<file path="config.mk">
export PLATFORM = sky130hd
export DESIGN_NAME = heartbeat_reporter
export DESIGN_NICKNAME = d
export VERILOG_FILES = /design/src/rtl/heartbeat_pkg.sv /design/src/rtl/hb_fifo.sv /design/src/rtl/heartbeat_reporter.sv
export SDC_FILE = /design/constraint.sdc
export NUM_CORES = 1
export LEC_CHECK = 0
export CAP_MARGIN = 5
export CORE_UTILIZATION = 53
export DETAILED_ROUTE_END_ITERATION = 10
export PLACE_DENSITY = 0.77
export SLEW_MARGIN = 5
export SYNTH_ARGS = -nofsm -noshare
export SYNTH_HDL_FRONTEND = slang
export SYNTH_SLANG_ARGS = --single-unit
export TNS_END_PERCENT = 5
</file>
<file path="constraint.sdc">
create_clock -name clk -period 4.8 [get_ports clk]
set_input_delay 0.72 -clock clk [delete_from_list [all_inputs] [get_ports clk]]
set_output_delay 0.72 -clock clk [all_outputs]
set_load 0.02 [all_outputs]
</file>
<file path="src/rtl/heartbeat_pkg.sv">
// Shared types and defaults for the heartbeat reporter: the report record,
// default parameter values and the period-boundary helper.
package heartbeat_pkg;

  localparam int HB_WIDTH  = 32;
  localparam int HB_PERIOD = 200000;
  localparam int HB_LIMIT  = 1000000;
  localparam int HB_DEPTH  = 4;
  localparam int HB_DROP_W = 16;

  typedef struct packed {
    logic [HB_WIDTH-1:0] cnt;
    logic                last;
  } hb_rec_t;

  // phase tracks count mod period, so the next count is a multiple of period
  // exactly when phase sits on its last value.
  function automatic logic hb_is_period(input logic [HB_WIDTH-1:0] phase,
                                        input logic [HB_WIDTH-1:0] period);
    return phase == (period - HB_WIDTH'(1));
  endfunction

endpackage

</file>
<file path="src/rtl/hb_fifo.sv">
// Synchronous show-ahead FIFO of report records. head is the oldest entry,
// or all zeros when empty. Push and pop on the same edge is legal when full.
module hb_fifo
  import heartbeat_pkg::*;
#(
  parameter int DEPTH = HB_DEPTH
) (
  input  logic    clk,
  input  logic    rst_n,
  input  logic    push,
  input  hb_rec_t push_data,
  input  logic    pop,
  output hb_rec_t head,
  output logic    empty,
  output logic    full
);

  localparam int AW = $clog2(DEPTH);

  hb_rec_t        mem [DEPTH];
  logic [AW-1:0]  wr_ptr;
  logic [AW-1:0]  rd_ptr;
  logic [AW:0]    used;
  logic           do_push;
  logic           do_pop;

  assign empty   = (used == '0);
  assign full    = (used == (AW+1)'(DEPTH));
  assign do_pop  = pop && !empty;
  assign do_push = push && (!full || do_pop);
  assign head    = empty ? '0 : mem[rd_ptr];

  always_ff @(posedge clk or negedge rst_n) begin
    if (!rst_n) begin
      wr_ptr <= '0;
      rd_ptr <= '0;
      used   <= '0;
    end else begin
      if (do_push) wr_ptr <= wr_ptr + AW'(1);
      if (do_pop)  rd_ptr <= rd_ptr + AW'(1);
      case ({do_push, do_pop})
        2'b10:   used <= used + (AW+1)'(1);
        2'b01:   used <= used - (AW+1)'(1);
        default: used <= used;
      endcase
    end
  end

  always_ff @(posedge clk) begin
    if (do_push) mem[wr_ptr] <= push_data;
  end

endmodule

</file>
<file path="src/rtl/heartbeat_reporter.sv">
// Cycle-count heartbeat: counts enabled cycles up to LIMIT, queues a record
// every PERIOD cycles plus a terminal record, and flags done once it drains.
module heartbeat_reporter
  import heartbeat_pkg::*;
#(
  parameter int WIDTH  = HB_WIDTH,
  parameter int PERIOD = HB_PERIOD,
  parameter int LIMIT  = HB_LIMIT,
  parameter int DEPTH  = HB_DEPTH,
  parameter int DROP_W = HB_DROP_W
) (
  input  logic              clk,
  input  logic              rst_n,
  input  logic              en,
  output logic              out_valid,
  input  logic              out_ready,
  output logic [WIDTH-1:0]  out_cnt,
  output logic              out_last,
  output logic              done,
  output logic [DROP_W-1:0] dropped,
  output logic [WIDTH-1:0]  count
);

  localparam logic [WIDTH-1:0] LIMIT_V     = WIDTH'(LIMIT);
  localparam logic [WIDTH-1:0] PHASE_MAX_V = WIDTH'(PERIOD - 1);

  logic [WIDTH-1:0] phase;
  logic [WIDTH-1:0] cnt_next;
  logic             cnt_en;
  logic             period_evt;
  logic             hit_limit;
  logic             push_req;
  logic             pop;
  logic             space;
  logic             fifo_push;
  logic             fifo_empty;
  logic             fifo_full;
  logic             pend_last;
  hb_rec_t          push_rec;
  hb_rec_t          head;

  assign cnt_en     = en && (count != LIMIT_V);
  assign cnt_next   = count + WIDTH'(1);
  assign period_evt = cnt_en && hb_is_period(HB_WIDTH'(phase), HB_WIDTH'(PERIOD));
  assign hit_limit  = cnt_en && (cnt_next == LIMIT_V);
  assign push_req   = period_evt || hit_limit;

  // Handshake: a record transfers on a rising edge with out_valid && out_ready;
  // out_valid/out_cnt/out_last hold while out_valid is high and out_ready low.
  assign pop       = out_valid && out_ready;
  assign space     = !fifo_full || pop;
  assign fifo_push = (pend_last || push_req) && space;

  always_comb begin
    push_rec = '0;
    if (pend_last) begin
      push_rec.cnt  = HB_WIDTH'(LIMIT_V);
      push_rec.last = 1'b1;
    end else begin
      push_rec.cnt  = HB_WIDTH'(cnt_next);
      push_rec.last = hit_limit;
    end
  end

  hb_fifo #(.DEPTH(DEPTH)) u_fifo (
    .clk       (clk),
    .rst_n     (rst_n),
    .push      (fifo_push),
    .push_data (push_rec),
    .pop       (pop),
    .head      (head),
    .empty     (fifo_empty),
    .full      (fifo_full)
  );

  assign out_valid = !fifo_empty;
  assign out_cnt   = head.cnt[WIDTH-1:0];
  assign out_last  = head.last;

  always_ff @(posedge clk or negedge rst_n) begin
    if (!rst_n) begin
      count     <= '0;
      phase     <= '0;
      pend_last <= 1'b0;
      dropped   <= '0;
      done      <= 1'b0;
    end else begin
      if (cnt_en) begin
        count <= cnt_next;
        phase <= (phase == PHASE_MAX_V) ? '0 : phase + WIDTH'(1);
      end
      // The terminal record waits here for space; counting has stopped by then.
      if (pend_last && space)
        pend_last <= 1'b0;
      else if (hit_limit && !space)
        pend_last <= 1'b1;
      if (period_evt && !hit_limit && !space && (dropped != '1))
        dropped <= dropped + DROP_W'(1);
      if (pop && head.last)
        done <= 1'b1;
    end
  end

endmodule

</file>
==> flow_summary.html <==
<table>
<tr><th>Metric</th><th>Value</th></tr>
<tr><th colspan="2">Timing</th></tr>
<tr><td>Setup skew after layout</td><td>~0.010 ns</td></tr>
<tr><td>Max-slew headroom</td><td>40.5%</td></tr>
<tr><td>Actual slew at the worst max-slew pin</td><td>0.893 ns</td></tr>
<tr><td>Setup-failing EPs final</td><td>0</td></tr>
<tr><td>Count of final hold-check violations</td><td>0</td></tr>
<tr><td>Final cycle utilization of the critical path</td><td>between 80 and 90%</td></tr>
<tr><td>Minimum period implied by the final worst setup slack</td><td>3.97 ns</td></tr>
<tr><td>Maximum operating frequency</td><td>0.252 GHz</td></tr>
<tr><td>Post-Route Setup TNS</td><td>0 ns</td></tr>
<tr><td>Setup repair after global routing missed its margin</td><td>false</td></tr>
<tr><td>Number of pins with negative max-slew slack in the final report</td><td>0</td></tr>
<tr><th colspan="2">Route</th></tr>
<tr><td>Vias per inst</td><td>around 5.6</td></tr>
<tr><td>Iteration-0 DRC count of the detailed router</td><td>around 500</td></tr>
<tr><td>Remaining antenna violation count</td><td>0</td></tr>
<tr><td>DRC viols</td><td>0</td></tr>
<tr><td>Count of vias placed by the detailed router</td><td>6508</td></tr>
<tr><td>Final Routed Wirelength</td><td>21500 um</td></tr>
<tr><td>Number of detailed-route iterations in the first pass</td><td>5</td></tr>
<tr><td>Routed wire length per instance</td><td>between 15 and 20 um</td></tr>
<tr><th colspan="2">Setup path</th></tr>
<tr><td>Sort of element at the end of the critical path</td><td>register</td></tr>
<tr><td>Required @ worst endpoint</td><td>approximately 5.2 ns</td></tr>
<tr><td>Launch instance of the worst register-to-register path</td><td>count[0]$_DFFE_PN0P_</td></tr>
<tr><td>Setup slack on the worst flop-to-flop path</td><td>0.83 ns</td></tr>
<tr><td>R2R depth</td><td>14</td></tr>
<tr><td>Worst r2r dst</td><td>u_fifo.used[2]$_DFFE_PN0P_</td></tr>
<tr><td>Type of element launching the critical path</td><td>register</td></tr>
<tr><td>Signal arrival time at the worst endpoint</td><td>around 4.4 ns</td></tr>
<tr><td>Category of the most critical setup path</td><td>register to register</td></tr>
<tr><td>Maximum net fanout on the critical path</td><td>9</td></tr>
<tr><th colspan="2">Logic synthesis</th></tr>
<tr><td>Distinct cell type count after synthesis</td><td>54</td></tr>
<tr><td>Count of warnings emitted by yosys</td><td>0</td></tr>
<tr><td>Share of the synthesized area in the top cell type</td><td>between 30% and 40%</td></tr>
<tr><td>Async S/R FF share, synth</td><td>between 40% and 50%</td></tr>
<tr><td>Most frequent cells after synthesis</td><td>132 x edfxtp_1, 89 x dfrtp_1, 72 x nor2_1, 60 x nand2_1, 60 x xor2_1</td></tr>
<tr><td>Post-synthesis net count</td><td>~820</td></tr>
<tr><td>Ranking of synthesized cells by area</td><td>edfxtp_1 38%, dfrtp_1 22%, mux4_2 7.2%, xor2_1 5.1%, xnor2_1 4.1%</td></tr>
<tr><td>Fraction of the yosys area taken by sequential cells</td><td>59.8%</td></tr>
<tr><td>Post-synth EDFFs</td><td>~130</td></tr>
<tr><td>Synthesized area per cell</td><td>around 13 um2</td></tr>
<tr><td>Post-synthesis cell type with the largest combined area</td><td>edfxtp_1</td></tr>
<tr><td>Dominant register cell in the synthesized netlist</td><td>edfxtp_1</td></tr>
<tr><td>Cell count after synthesis</td><td>roughly 810</td></tr>
<tr><td>Number of register bits inferred by synthesis</td><td>around 220</td></tr>
<tr><td>Cell with the most instances after synthesis</td><td>edfxtp_1</td></tr>
<tr><td>Combined area of all synthesized cells</td><td>slightly above 10000 um2</td></tr>
<tr><th colspan="2">Finish</th></tr>
<tr><td>Final layout net count</td><td>between 800 and 900</td></tr>
<tr><td>Proportion of layout cells with a drive suffix above 1</td><td>between 10% and 20%</td></tr>
<tr><td>Final non-filler cell total</td><td>about 1200</td></tr>
<tr><td>ANT cells</td><td>0</td></tr>
<tr><td>Final standard cell utilization of the core</td><td>about 64%</td></tr>
<tr><td>Final non-filler cell area</td><td>~12000 um2</td></tr>
<tr><td>Multi-input logic area</td><td>3920 um2</td></tr>
<tr><td>Fillcell total</td><td>roughly 1400</td></tr>
<tr><td>Area growth syn-to-layout</td><td>17.9%</td></tr>
<tr><td>Seq. cell area</td><td>slightly above 6000 um2</td></tr>
<tr><th colspan="2">Clock network</th></tr>
<tr><td>Clock tree from TritonCTS</td><td>done</td></tr>
<tr><td>Cts-stage hold buffer count</td><td>0</td></tr>
<tr><td>Clock transition time at the flip-flop clock pins of the worst setup and hold paths</td><td>~0.060 ns</td></tr>
<tr><td>Number of buffers between clock root and the deepest sink</td><td>3</td></tr>
<tr><td>Setup repair bufs after CTS</td><td>0</td></tr>
<tr><td>Number of buffers created by CTS</td><td>23</td></tr>
<tr><td>Count of instances resized after the clock tree is built</td><td>0</td></tr>
<tr><td>Clk root buf</td><td>clkbuf_16</td></tr>
<tr><td>Clock latency on the worst-skew pair</td><td>approximately 0.50 ns</td></tr>
<tr><td>Clock tree sinks</td><td>about 220</td></tr>
<tr><td>Number of H-tree levels</td><td>1</td></tr>
<tr><th colspan="2">Pwr</th></tr>
<tr><td>Portion of total power attributed to the clock network</td><td>between 30% and 40%</td></tr>
<tr><td>Switching power</td><td>1.33 mW</td></tr>
<tr><td>Leakage component of the power</td><td>approximately 4.9 nW</td></tr>
<tr><td>Cell area power density</td><td>between 400 and 500 nW/um2</td></tr>
<tr><td>Int Pwr</td><td>between 3 and 4 mW</td></tr>
<tr><td>Peak VDD IR</td><td>between 0.2 and 0.3 mV</td></tr>
<tr><td>Portion of total power attributed to sequential cells</td><td>between 40 and 50%</td></tr>
<tr><td>Switching Share</td><td>between 20% and 30%</td></tr>
<tr><td>Share of power burned in combinational logic</td><td>between 10% and 20%</td></tr>
<tr><th colspan="2">Floorplanning</th></tr>
<tr><td>Horiz. Die Dim</td><td>approximately 140 um</td></tr>
<tr><td>Die footprint</td><td>20100 um2</td></tr>
<tr><td>Placeable core area</td><td>approximately 19000 um2</td></tr>
<tr><td>Number of I/O pins</td><td>between 80 and 90</td></tr>
<tr><td>DIE HEIGHT</td><td>around 140 um</td></tr>
<tr><td>Number of placement rows</td><td>50</td></tr>
<tr><td>Starting Density</td><td>between 50% and 60%</td></tr>
<tr><th colspan="2">Place</th></tr>
<tr><td># placed instances</td><td>~1100</td></tr>
<tr><td>Final weighted congestion in routability-driven placement</td><td>roughly 0.9</td></tr>
<tr><td>Total half-perimeter wirelength after legalization and detailed placement</td><td>about 14000 um</td></tr>
<tr><td>Total of buffers placed on input and output ports</td><td>86</td></tr>
<tr><td>Area of placed instances</td><td>~11000 um2</td></tr>
<tr><th colspan="2">Global route</th></tr>
<tr><td>Aggregate global-route resource usage</td><td>between 20% and 30%</td></tr>
<tr><td>Initial antenna violation count</td><td>0</td></tr>
<tr><td>Leftover overflow at the end of global routing</td><td>0</td></tr>
<tr><td>Number of global-route vias before repair</td><td>about 6400</td></tr>
<tr><td>Largest net degree at the start of global routing</td><td>49</td></tr>
<tr><td>Wire length of the first global-routing pass</td><td>34700 um</td></tr>
<tr><th colspan="2">Worst hold path</th></tr>
<tr><td>Path class of the lowest-slack min-delay path</td><td>input pin to async pin</td></tr>
<tr><th colspan="2">Outcome</th></tr>
<tr><td>Outcome</td><td>complete, no violations</td></tr>
<tr><th colspan="2">Flow run</th></tr>
<tr><td>Max-Cap Viols</td><td>0</td></tr>
</table>
-- placed cells by master, fill, tap and decap left out, types with 18 or more instances in the layout --
master,Yosys,routed
nand2_1,60,60
and2_1,40,40
dfrtp_1,89,87
o21ai_0,18,18
nand4_1,23,23
xnor2_1,49,49
clkdlybuf4s50_1,0,85
nor3_1,22,22
clkbuf_16,0,23
edfxtp_1,132,132
nand3_1,32,32
nor2_1,72,68
mux4_2,33,33
xor2_1,60,60
-- worst max path at each step --
stage | startpoint | end | slack [ns] | cells after the start
after detailed placement | count[0]$_DFFE_PN0P_ | u_fifo.used[2]$_DFFE_PN0P_ | 0.83 | 14
after floorplan | count[0]$_DFFE_PN0P_ | u_fifo.mem[0][0]$_DFFE_PP_ | 0.18 | 10
after global placement | count[1]$_DFFE_PN0P_ | u_fifo.used[2]$_DFFE_PN0P_ | 0.87 | 14
final | count[0]$_DFFE_PN0P_ | u_fifo.used[2]$_DFFE_PN0P_ | 0.83 | 14
after CTS | count[0]$_DFFE_PN0P_ | u_fifo.used[2]$_DFFE_PN0P_ | 0.82 | 14
after global routing | count[0]$_DFFE_PN0P_ | u_fifo.used[2]$_DFFE_PN0P_ | 0.48 | 14
-- cells by family (layout without fill, tap and decap cells) --
kind of cell	after synthesis	after routing	share of synthesized area (%)
flops	221	221	59.8
fa+ha+maj	11	11	1.40
simple gates	329	329	17.0
buf+inv	65	154	2.57
compound gates	35	35	2.16
mux	39	39	7.83
xor+xnor	109	109	9.22
-- per-layer routing --
layer,routed length [um],track usage (%)
met5,0,0
met4,441,6.40
met3,1280,3.88
met2,10200,36.0
met1,9520,31.3
-- power groups by stage --
stage                     combinational, mW  sequential [mW]  clock [mW]
final                                 0.830             2.35        1.82
after global routing                  0.905             2.38        1.92
after floorplan                       0.662             2.24           0
after CTS                             0.842             2.35        1.85
after detailed placement              0.837             2.39           0
after global placement                0.815             2.39           0
-- registers in the layout, indices dropped and copies added (netlist names) --
register       flops
count             32
done               1
dropped           16
pend_last          1
phase             32
u_fifo.mem       132
u_fifo.rd_ptr      2
u_fifo.used        3
u_fifo.wr_ptr      2
-- critical path: stages, from the launching register on --
cell     delay [ns]
dfrtp_1        0.54
ha_1           0.38
nand4_1        0.25
nor4_4         0.47
nand2_1        0.28
mux2i_1        0.19
nand3_1        0.13
nor4_4         0.08
o31ai_4        0.43
ha_1           0.28
inv_1          0.06
fa_1           0.37
xor2_1         0.15
nor2_1         0.11
xor2_1         0.16
-- through the flow --
stage               hold slack, ns  power (mW)  worst slack (ns)
CTS                          0.225        5.04             0.819
finish                       0.210        5.00             0.831
floorplan                    0.424        2.91             0.182
global placement             0.443        3.20             0.867
global route                 0.250        5.20             0.477
detailed placement           0.443        3.23             0.833
-- layout make-up --
type / instances / share of cell area [%]
Clock inverter: 9 / 1.19
Timing Repair Buffer: 96 / 7.64
Clock buffer: 32 / 5.15
Multi-Input combinational cell: 523 / 32.1
Tap cell: 260 / 2.66
Sequential cell: 221 / 50.7
Inverter: 17 / 0.522
(Power assumes the default switching activity.)
